File: src/rtl/count_period_monitor.sv
// count_period_monitor: watches the counter chain output, times each change,
// checks +1 steps and flags stalls. Min/max tracking: COUNT_PERIOD_MINMAX_EN.
module count_period_monitor #(
   parameter int COUNT_WIDTH    = 16,
   parameter int PERIOD_WIDTH   = 32,
   parameter int TIMEOUT_CYCLES = 1000000
) (
   input  logic                    clk,
   input  logic                    reset,
   input  logic                    clear,
   input  logic [COUNT_WIDTH-1:0]  count_in,
   output logic                    period_valid,
   output logic [PERIOD_WIDTH-1:0] period,
   output logic [COUNT_WIDTH-1:0]  step_count,
   output logic                    seq_error,
   output logic                    stall
`ifdef COUNT_PERIOD_MINMAX_EN
   ,
   output logic [PERIOD_WIDTH-1:0] min_period,
   output logic [PERIOD_WIDTH-1:0] max_period
`endif
);

   typedef enum logic [1:0] {
      IDLE    = 2'd0,
      MEASURE = 2'd1,
      STALLED = 2'd2
   } state_t;

   localparam logic [PERIOD_WIDTH-1:0] TIMEOUT =
      PERIOD_WIDTH'(TIMEOUT_CYCLES);
   localparam logic [COUNT_WIDTH-1:0] STEP_MAX = '1;

   state_t                  state_q;
   state_t                  state_d;
   logic                    primed_q;
   logic [COUNT_WIDTH-1:0]  count_q;
   logic [PERIOD_WIDTH-1:0] timer_q;
   logic [PERIOD_WIDTH-1:0] timer_d;
   logic [PERIOD_WIDTH-1:0] timer_inc;
   logic [PERIOD_WIDTH-1:0] period_d;
   logic                    valid_d;
   logic [COUNT_WIDTH-1:0]  step_d;
   logic                    err_d;
   logic                    stall_d;
   logic                    change;
   logic                    seq_ok;
`ifdef COUNT_PERIOD_MINMAX_EN
   logic [PERIOD_WIDTH-1:0] min_d;
   logic [PERIOD_WIDTH-1:0] max_d;
`endif

   assign change    = primed_q & (count_in != count_q);
   assign seq_ok    = (count_in == count_q + COUNT_WIDTH'(1));
   assign timer_inc = timer_q + PERIOD_WIDTH'(1);

   // Reference sample of the count; any edge after reset leaves us primed.
   always_ff @(posedge clk or negedge reset) begin
      if (!reset) begin
         count_q  <= '0;
         primed_q <= 1'b0;
      end else begin
         count_q  <= count_in;
         primed_q <= 1'b1;
      end
   end

   // State register.
   always_ff @(posedge clk or negedge reset) begin
      if (!reset) state_q <= IDLE;
      else        state_q <= state_d;
   end

   // Next state and next values of every measured output.
   always_comb begin
      state_d  = state_q;
      timer_d  = timer_q;
      period_d = period;
      valid_d  = 1'b0;
      step_d   = step_count;
      err_d    = seq_error;
      stall_d  = stall;
      if (change) begin
         if (step_count != STEP_MAX) step_d = step_count + COUNT_WIDTH'(1);
         if (!seq_ok) err_d = 1'b1;
      end
      unique case (state_q)
         IDLE: begin
            timer_d = '0;
            if (change) state_d = MEASURE;
         end
         MEASURE: begin
            if (change) begin
               period_d = timer_inc;
               valid_d  = 1'b1;
               timer_d  = '0;
            end else if (timer_inc == TIMEOUT) begin
               state_d = STALLED;
               stall_d = 1'b1;
            end else begin
               timer_d = timer_inc;
            end
         end
         STALLED: begin
            if (change) begin
               state_d = MEASURE;
               stall_d = 1'b0;
               timer_d = '0;
            end
         end
         default: state_d = IDLE;
      endcase
`ifdef COUNT_PERIOD_MINMAX_EN
      min_d = min_period;
      max_d = max_period;
      if (valid_d && period_d < min_period) min_d = period_d;
      if (valid_d && period_d > max_period) max_d = period_d;
`endif
      // A soft clear wins over any change seen on the same edge.
      if (clear) begin
         state_d  = IDLE;
         timer_d  = '0;
         period_d = '0;
         valid_d  = 1'b0;
         step_d   = '0;
         err_d    = 1'b0;
         stall_d  = 1'b0;
`ifdef COUNT_PERIOD_MINMAX_EN
         min_d    = '1;
         max_d    = '0;
`endif
      end
   end

   // Measurement registers.
   always_ff @(posedge clk or negedge reset) begin
      if (!reset) begin
         timer_q      <= '0;
         period       <= '0;
         period_valid <= 1'b0;
         step_count   <= '0;
         seq_error    <= 1'b0;
         stall        <= 1'b0;
      end else begin
         timer_q      <= timer_d;
         period       <= period_d;
         period_valid <= valid_d;
         step_count   <= step_d;
         seq_error    <= err_d;
         stall        <= stall_d;
      end
   end

`ifdef COUNT_PERIOD_MINMAX_EN
   // Running extremes of the reported periods.
   always_ff @(posedge clk or negedge reset) begin
      if (!reset) begin
         min_period <= '1;
         max_period <= '0;
      end else begin
         min_period <= min_d;
         max_period <= max_d;
      end
   end
`endif

endmodule

File: config.mk
export PLATFORM = sky130hd
export DESIGN_NAME = count_period_monitor
export DESIGN_NICKNAME = d
export VERILOG_FILES = /design/src/rtl/count_period_monitor.sv
export SDC_FILE = /design/constraint.sdc
export NUM_CORES = 1
export LEC_CHECK = 0
export BUFFER_PORTS_ARGS = -buffer_cell sky130_fd_sc_hd__buf_2
export CAP_MARGIN = 20
export CORE_ASPECT_RATIO = 0.8
export CORE_MARGIN = 3
export CORE_UTILIZATION = 56
export DETAILED_ROUTE_END_ITERATION = 8
export PLACE_DENSITY = 0.74
export SLEW_MARGIN = 25
export SYNTH_ARGS = -nofsm -noshare
export SYNTH_HDL_FRONTEND = slang
export SYNTH_SLANG_ARGS = --single-unit
File: constraint.sdc
create_clock -name clk -period 6.6 [get_ports clk]
set_input_delay 0 -clock clk [delete_from_list [all_inputs] [get_ports clk]]
set_output_delay 0 -clock clk [all_outputs]
set_load 0.03 [all_outputs]
; ---- After elaboration in Yosys (flattened, before gate mapping)
; Cells that the tools add are included.
[totals]
reg_bits = 102
in_bits = 19
output_inout_bits = 51
elab_cells = 65
[classes]
addsub = 3
eq_ne = 12
muxes = 27
bitwise_logic = 1
n_reduce_logical = 13
[ops]
columns = op, count
row1 = two-way mux 32 bit, 7
row2 = one-hot mux 32 bit (3 select lines), 1
row3 = two-way mux 16 bit, 3
row4 = "adder 16 x 1 -> 16 bit, second input constant", 2
row5 = "adder 32 x 1 -> 32 bit, second input constant", 1
row6 = "equality test 32 x 20 -> 1 bit, second input constant", 1
row7 = equality test 16 bit, 1
row8 = inequality test 16 bit, 1
row9 = "inequality test 16 bit, second input constant", 1
row10 = two-way mux 1 bit, 10
row11 = "inequality test 3 bit, second input constant", 3
row12 = two-way mux 2 bit, 4
row13 = AND reduction 2 bit, 3
row14 = AND reduction 3 bit, 2
row15 = nonzero test 2 bit, 3
row16 = "inequality test 4 bit, second input constant", 1
row17 = one-hot mux 2 bit (2 select lines), 1
row18 = AND reduction 4 bit, 1
row19 = nonzero test 4 bit, 1
row20 = "inequality test 3 x 1 -> 1 bit, second input constant", 1
row21 = nonzero test 3 bit, 1
row22 = "equality test 2 x 1 -> 1 bit, second input constant", 1
row23 = "equality test 2 bit, second input constant", 1
row24 = zero test 2 bit, 1
row25 = other kinds (4), 4

; ---- Depth between registers and ports, before layout
[logic_depth]
depth_word = 6
mapped_depth = 11
depth_no_buf = 9

; ---- Worst setup path before layout
; OpenSTA, ideal clock, no wires.
[synth_timing]
path_type = register to register
startpoint = reg timer_q[0]
endpoint = reg timer_q[0]
setup_ps = 66
arrival_ps = 2894
required_ps = 6534
path_slack_ps = 3640
stages_incl_launch_ff = 11
period_less_slack_ps = 2960
path_cell_list = dfrtp_1 > ha_1 > nand3_1 > nor4_1 > xor2_1 > a22oi_1 > or4_4 > nor4_4 > a21o_4 > buf_6 > mux2_1
[synth_via]
elab_chain_cells = 5
elab_cells_between_ends = 8
cone_classes = add/sub: 1 / eq/ne: 2 / mux: 4 / reduce/logical: 1
[synth_lines]
columns = item, line
row1 = from (decl), 38  ; logic [PERIOD_WIDTH-1:0] timer_q;
row2 = from (signal assigned), 145  ; timer_q <= timer_d;
row3 = adder 32 x 1 -> 32 bit *, 55  ; assign timer_inc = timer_q + PERIOD_WIDTH'(1);
row4 = "parallel branches: the longest is 4 deep, another holds equality test 32 x 20 -> 1 bit", --
; Mark *: on every way between the ends. The select of a mux whose other input is x is not followed.
; A chain may end at the register's enable or synchronous reset.

; ---- Final worst setup path
[layout_timing]
startpoint = reg timer_q[5]
endpoint = reg timer_q[22]
; Same word-level chain as after synthesis.

==> results by stage <==
Final layout:
- The finished layout holds 850 standard cells, fillers aside.
- The most common cell after layout, fill and taps aside is sky130_fd_sc_hd__dfrtp_1.
- The layout-stage area growth over the synthesis result is 15.5%.
- The antenna diode count is 0.
- The final core area utilization is 0.689.
- The library cells used most frequently in the layout, excluding fill and tap cells, are sky130_fd_sc_hd__dfrtp_1 (102), sky130_fd_sc_hd__nor2_1 (87), sky130_fd_sc_hd__buf_2 (68).
- Of the cells placed in the final design, the portion with a size suffix greater than 1 is 0.148.
- The area of all placed cells without fillers is 6870 um2.
- The post-layout net count is 733.

GRT:
- The total overflow left after global routing is 0.
- In the global route stage, overall resource usage came out at 0.266.
- The number of antenna violations at the first check in global routing came to 0.
- The maximum number of pins on one net before global-route repair is 65.
- The wire length of the first global-routing pass is 25600 um.
- The via count of the first global-routing pass came to 5101.

Clock tree:
- The maximum number of buffers from clock root to sink is 2.
- The CTS tree is built.
- The deepest level of the CTS H-tree is 3.
- The number of clock buffers inserted by TritonCTS is 9.
- Clock latency on the worst-skew pair, taken at its later pin, is 350 ps.
- Clock-pin slew was measured on the worst setup and hold paths at 70 ps.
- Clock tree synthesis selected as its root buffer the cell sky130_fd_sc_hd__clkbuf_16.
- The clock sink total is 102.

Drt:
- The DRC marker count from the first detailed-route iteration is 525.
- The number of iterations in the first detailed-routing pass is 5.
- The number of vias in the routed layout is 5238.
- The final layout contains routed wiring with a total length of 15500 um.
- The number of remaining DRC errors is 0.
- The detail route stage leaves a number of antenna-violating nets equal to 0.
- The mean routed wirelength per cell is 18.2 um.
- The via density per instance is 6.16.

Critical path:
- The worst setup path is of the register to register kind.
- The critical path's largest stage delay is 890 ps.
- The endpoint identified for the worst register-to-register timing path is timer_q[22].
- The launch point of the worst reg-to-reg path is timer_q[5].
- In this run the worst path has a maximum fanout of 13.
- The critical path goes through nand4_1 > nor4_1 > nand4_1 > xor2_1 > nand4_1 > nor4_1 > buf_4 > nor2_1 > a221o_1.
- For the worst setup path, the data arrival time is 4560 ps.
- The endpoint required time on the critical path is 6830 ps.
- By instance count, the cell type seen most on the critical path is sky130_fd_sc_hd__nand4_1.
- The startpoint type of the worst setup path is a register.
- The critical path's slowest cell is sky130_fd_sc_hd__nor4_1.
- The number of cells on the worst reg-to-reg path is 9.
- The worst setup path is captured at a register.
- Across all register-to-register paths, the minimum setup slack is 2280 ps.

Job:
- The tool flagged a number of max-cap violations equal to 0.

Synth:
- The per-instance average area after synthesis is 9.07 um2.
- After synthesis the netlist holds a flip-flop and latch count of 102.
- The share of synthesized registers carrying an async set or reset is 1.00.
- The synthesized cell area is 5940 um2.
- The number of standard cells after synthesis is 655.
- The distinct cell type count of the synthesized netlist is 70.
- The part of the Yosys area used for sequential elements is 0.430.
- Synthesis produced a netlist with a net count of 678.
- Yosys mapped a number of flops with a built-in enable equal to 0.
- The flip-flop cell with the highest count after synthesis is sky130_fd_sc_hd__dfrtp_1.
- The Yosys warning count is 0.

Hold path:
- The path type of the worst min-delay path is input pin to asynchronous set/reset pin.

Floorplanning:
- In this run the count of I/O pins placed on the die edge is 70.
- The initial core utilization is 0.596.
- The y dimension of the die is 98.1 um.
- The die is 121 um wide.
- The floorplan step defined a die boundary enclosing 11900 um2.
- The core box area is 9970 um2.
- The floorplan row count is 32.

STA:
- On the final layout, the worst clock skew is 9.27 ps.
- Based on the critical path, the design can be clocked at up to 0.231 GHz.
- For the pin with the worst max-slew slack, the measured transition is 1000 ps.
- The max-slew violation total from the final report came to 0.
- The final critical-path share of the clock period is 0.655.
- Setup repair after global routing left no endpoint under its margin.
- The final hold violation count was 0.
- The aggregate negative setup slack is 0 ps.
- The post-layout minimum cycle time is 4320 ps.
- Setup violations remaining at the end of the flow were counted as 0.
- The max-slew headroom at the worst pin is 0.325.

Outcome:
- The run finished with clean final reports.

Power:
- Across the VDD grid, the largest voltage drop is 154 uV.
- The post-route total power is 1.46 mW.
- Power spread over the standard cell area amounts to 213 nW/um2.
- For this design the static power due to leakage is 2.99 nW.

Placement:
- After detailed placement, the design holds a cell count of 817.
- The placer congestion estimate is 1.03.
- The HPWL after detailed placement is 10600 um.
- The instance area after placement is 6310 um2.
- Input and output buffers added on the ports amount to 69.
[cell type report]
cell class	instances	area, um2
clock buffers	10	239
multi-input cells	497	3180
fillers	785	3100
clock inverters	5	129
well taps	136	170
repair buffers	92	567
inverters	8	30.0
flip-flops and latches	102	2550
[metal layers]
layer  vias up  wire length [um]  GRT usage  share of wire
li1       2482                 -          -              -
met1      2537              7340      0.388           0.47
met2       184              6750      0.398           0.44
met3        35              1010     0.0533          0.065
met4         0               386     0.0930          0.025
met5         -                 0          0              0
[cells in the mapped netlist, drive strengths merged (2+ instances only)]
cell | count | area [um2]
a2111oi | 2 | 17.5
a211o | 2 | 17.5
a211oi | 28 | 210
a21o | 6 | 52.6
a21oi | 9 | 45.0
a221o | 6 | 60.1
a221oi | 3 | 26.3
a22oi | 2 | 15.0
a311oi | 4 | 35.0
a31oi | 2 | 12.5
and2 | 3 | 18.8
and3 | 16 | 100
and4 | 4 | 35.0
buf | 14 | 77.6
clkbuf | 34 | 128
dfrtp | 102 | 2550
ha | 4 | 50.1
inv | 8 | 30.0
mux2 | 3 | 33.8
mux2i | 5 | 50.1
nand2 | 56 | 210
nand2b | 11 | 68.8
nand3 | 28 | 140
nand4 | 28 | 190
nor2 | 88 | 330
nor2b | 3 | 18.8
nor3 | 15 | 75.1
nor3b | 5 | 37.5
nor4 | 12 | 96.3
nor4b | 3 | 26.3
nor4bb | 2 | 20.0
o211ai | 6 | 45.0
o21ai | 21 | 105
o22ai | 4 | 25.0
o2bb2ai | 6 | 52.6
o31ai | 8 | 60.1
o41ai | 2 | 25.0
or2 | 5 | 31.3
or3 | 6 | 37.5
or4 | 5 | 41.3
xnor2 | 38 | 333
xor2 | 31 | 272
[worst max path at each step]
stage,start,to,slack [ps],cells after the start
after global placement,timer_q[6],timer_q[22],2740,9
after floorplan,timer_q[0],timer_q[0],3640,10
after detailed placement,timer_q[5],timer_q[22],2510,9
after CTS,timer_q[0],timer_q[22],2410,10
final,timer_q[5],timer_q[22],2280,9
after global routing,timer_q[0],timer_q[22],2020,10
[power breakdown]
part / internal, mW / leakage, nW / switching [mW] / total, mW
sequential: 0.643 / 1.37 / 0.0159 / 0.659
combinational: 0.0501 / 1.44 / 0.0981 / 0.148
clock: 0.419 / 0.179 / 0.237 / 0.656
[cell families after synthesis]
| family | after synthesis | share of synthesized area |
|---|---|---|
| mux | 8 | 0.0141 |
| other cells | 1 | 0.000631 |
| xor+xnor | 69 | 0.102 |
| compound gates | 120 | 0.150 |
| fa+ha+maj | 4 | 0.00842 |
| flops | 102 | 0.430 |
| simple gates | 295 | 0.256 |
| buf+inv | 56 | 0.0396 |
[state kept, by name, summed over array words and instances, names as in the netlist]
register / cells
period: 32
seq_error: 1
count_q: 16
state_q: 2
stall: 1
step_count: 16
primed_q: 1
period_valid: 1
timer_q: 32
[repair_timing]
action,in CTS,in global routing
resized for setup,0,0
endpoints found under the hold margin,54,0
setup buffers,0,0
hold buffers,17,0
[critical path, delay by kind of cell (launching register included)]
kind	cells	cell delay, ps
AOI/OAI and AO/OA	1	390
xor gates and xnor gates	1	320
buffers and inverters	1	290
DFF	1	580
and+or+nand+nor	6	2630
[per-stage QoR]
stage | hold slack [ps] | worst slack (ps)
floorplan | -296 | 3640
finish | 180 | 2280
global placement | 9.95 | 2740
detailed placement | 12.8 | 2510
global route | 229 | 2020
CTS | 199 | 2410
Note: power is estimated with default switching activity, not from simulation.
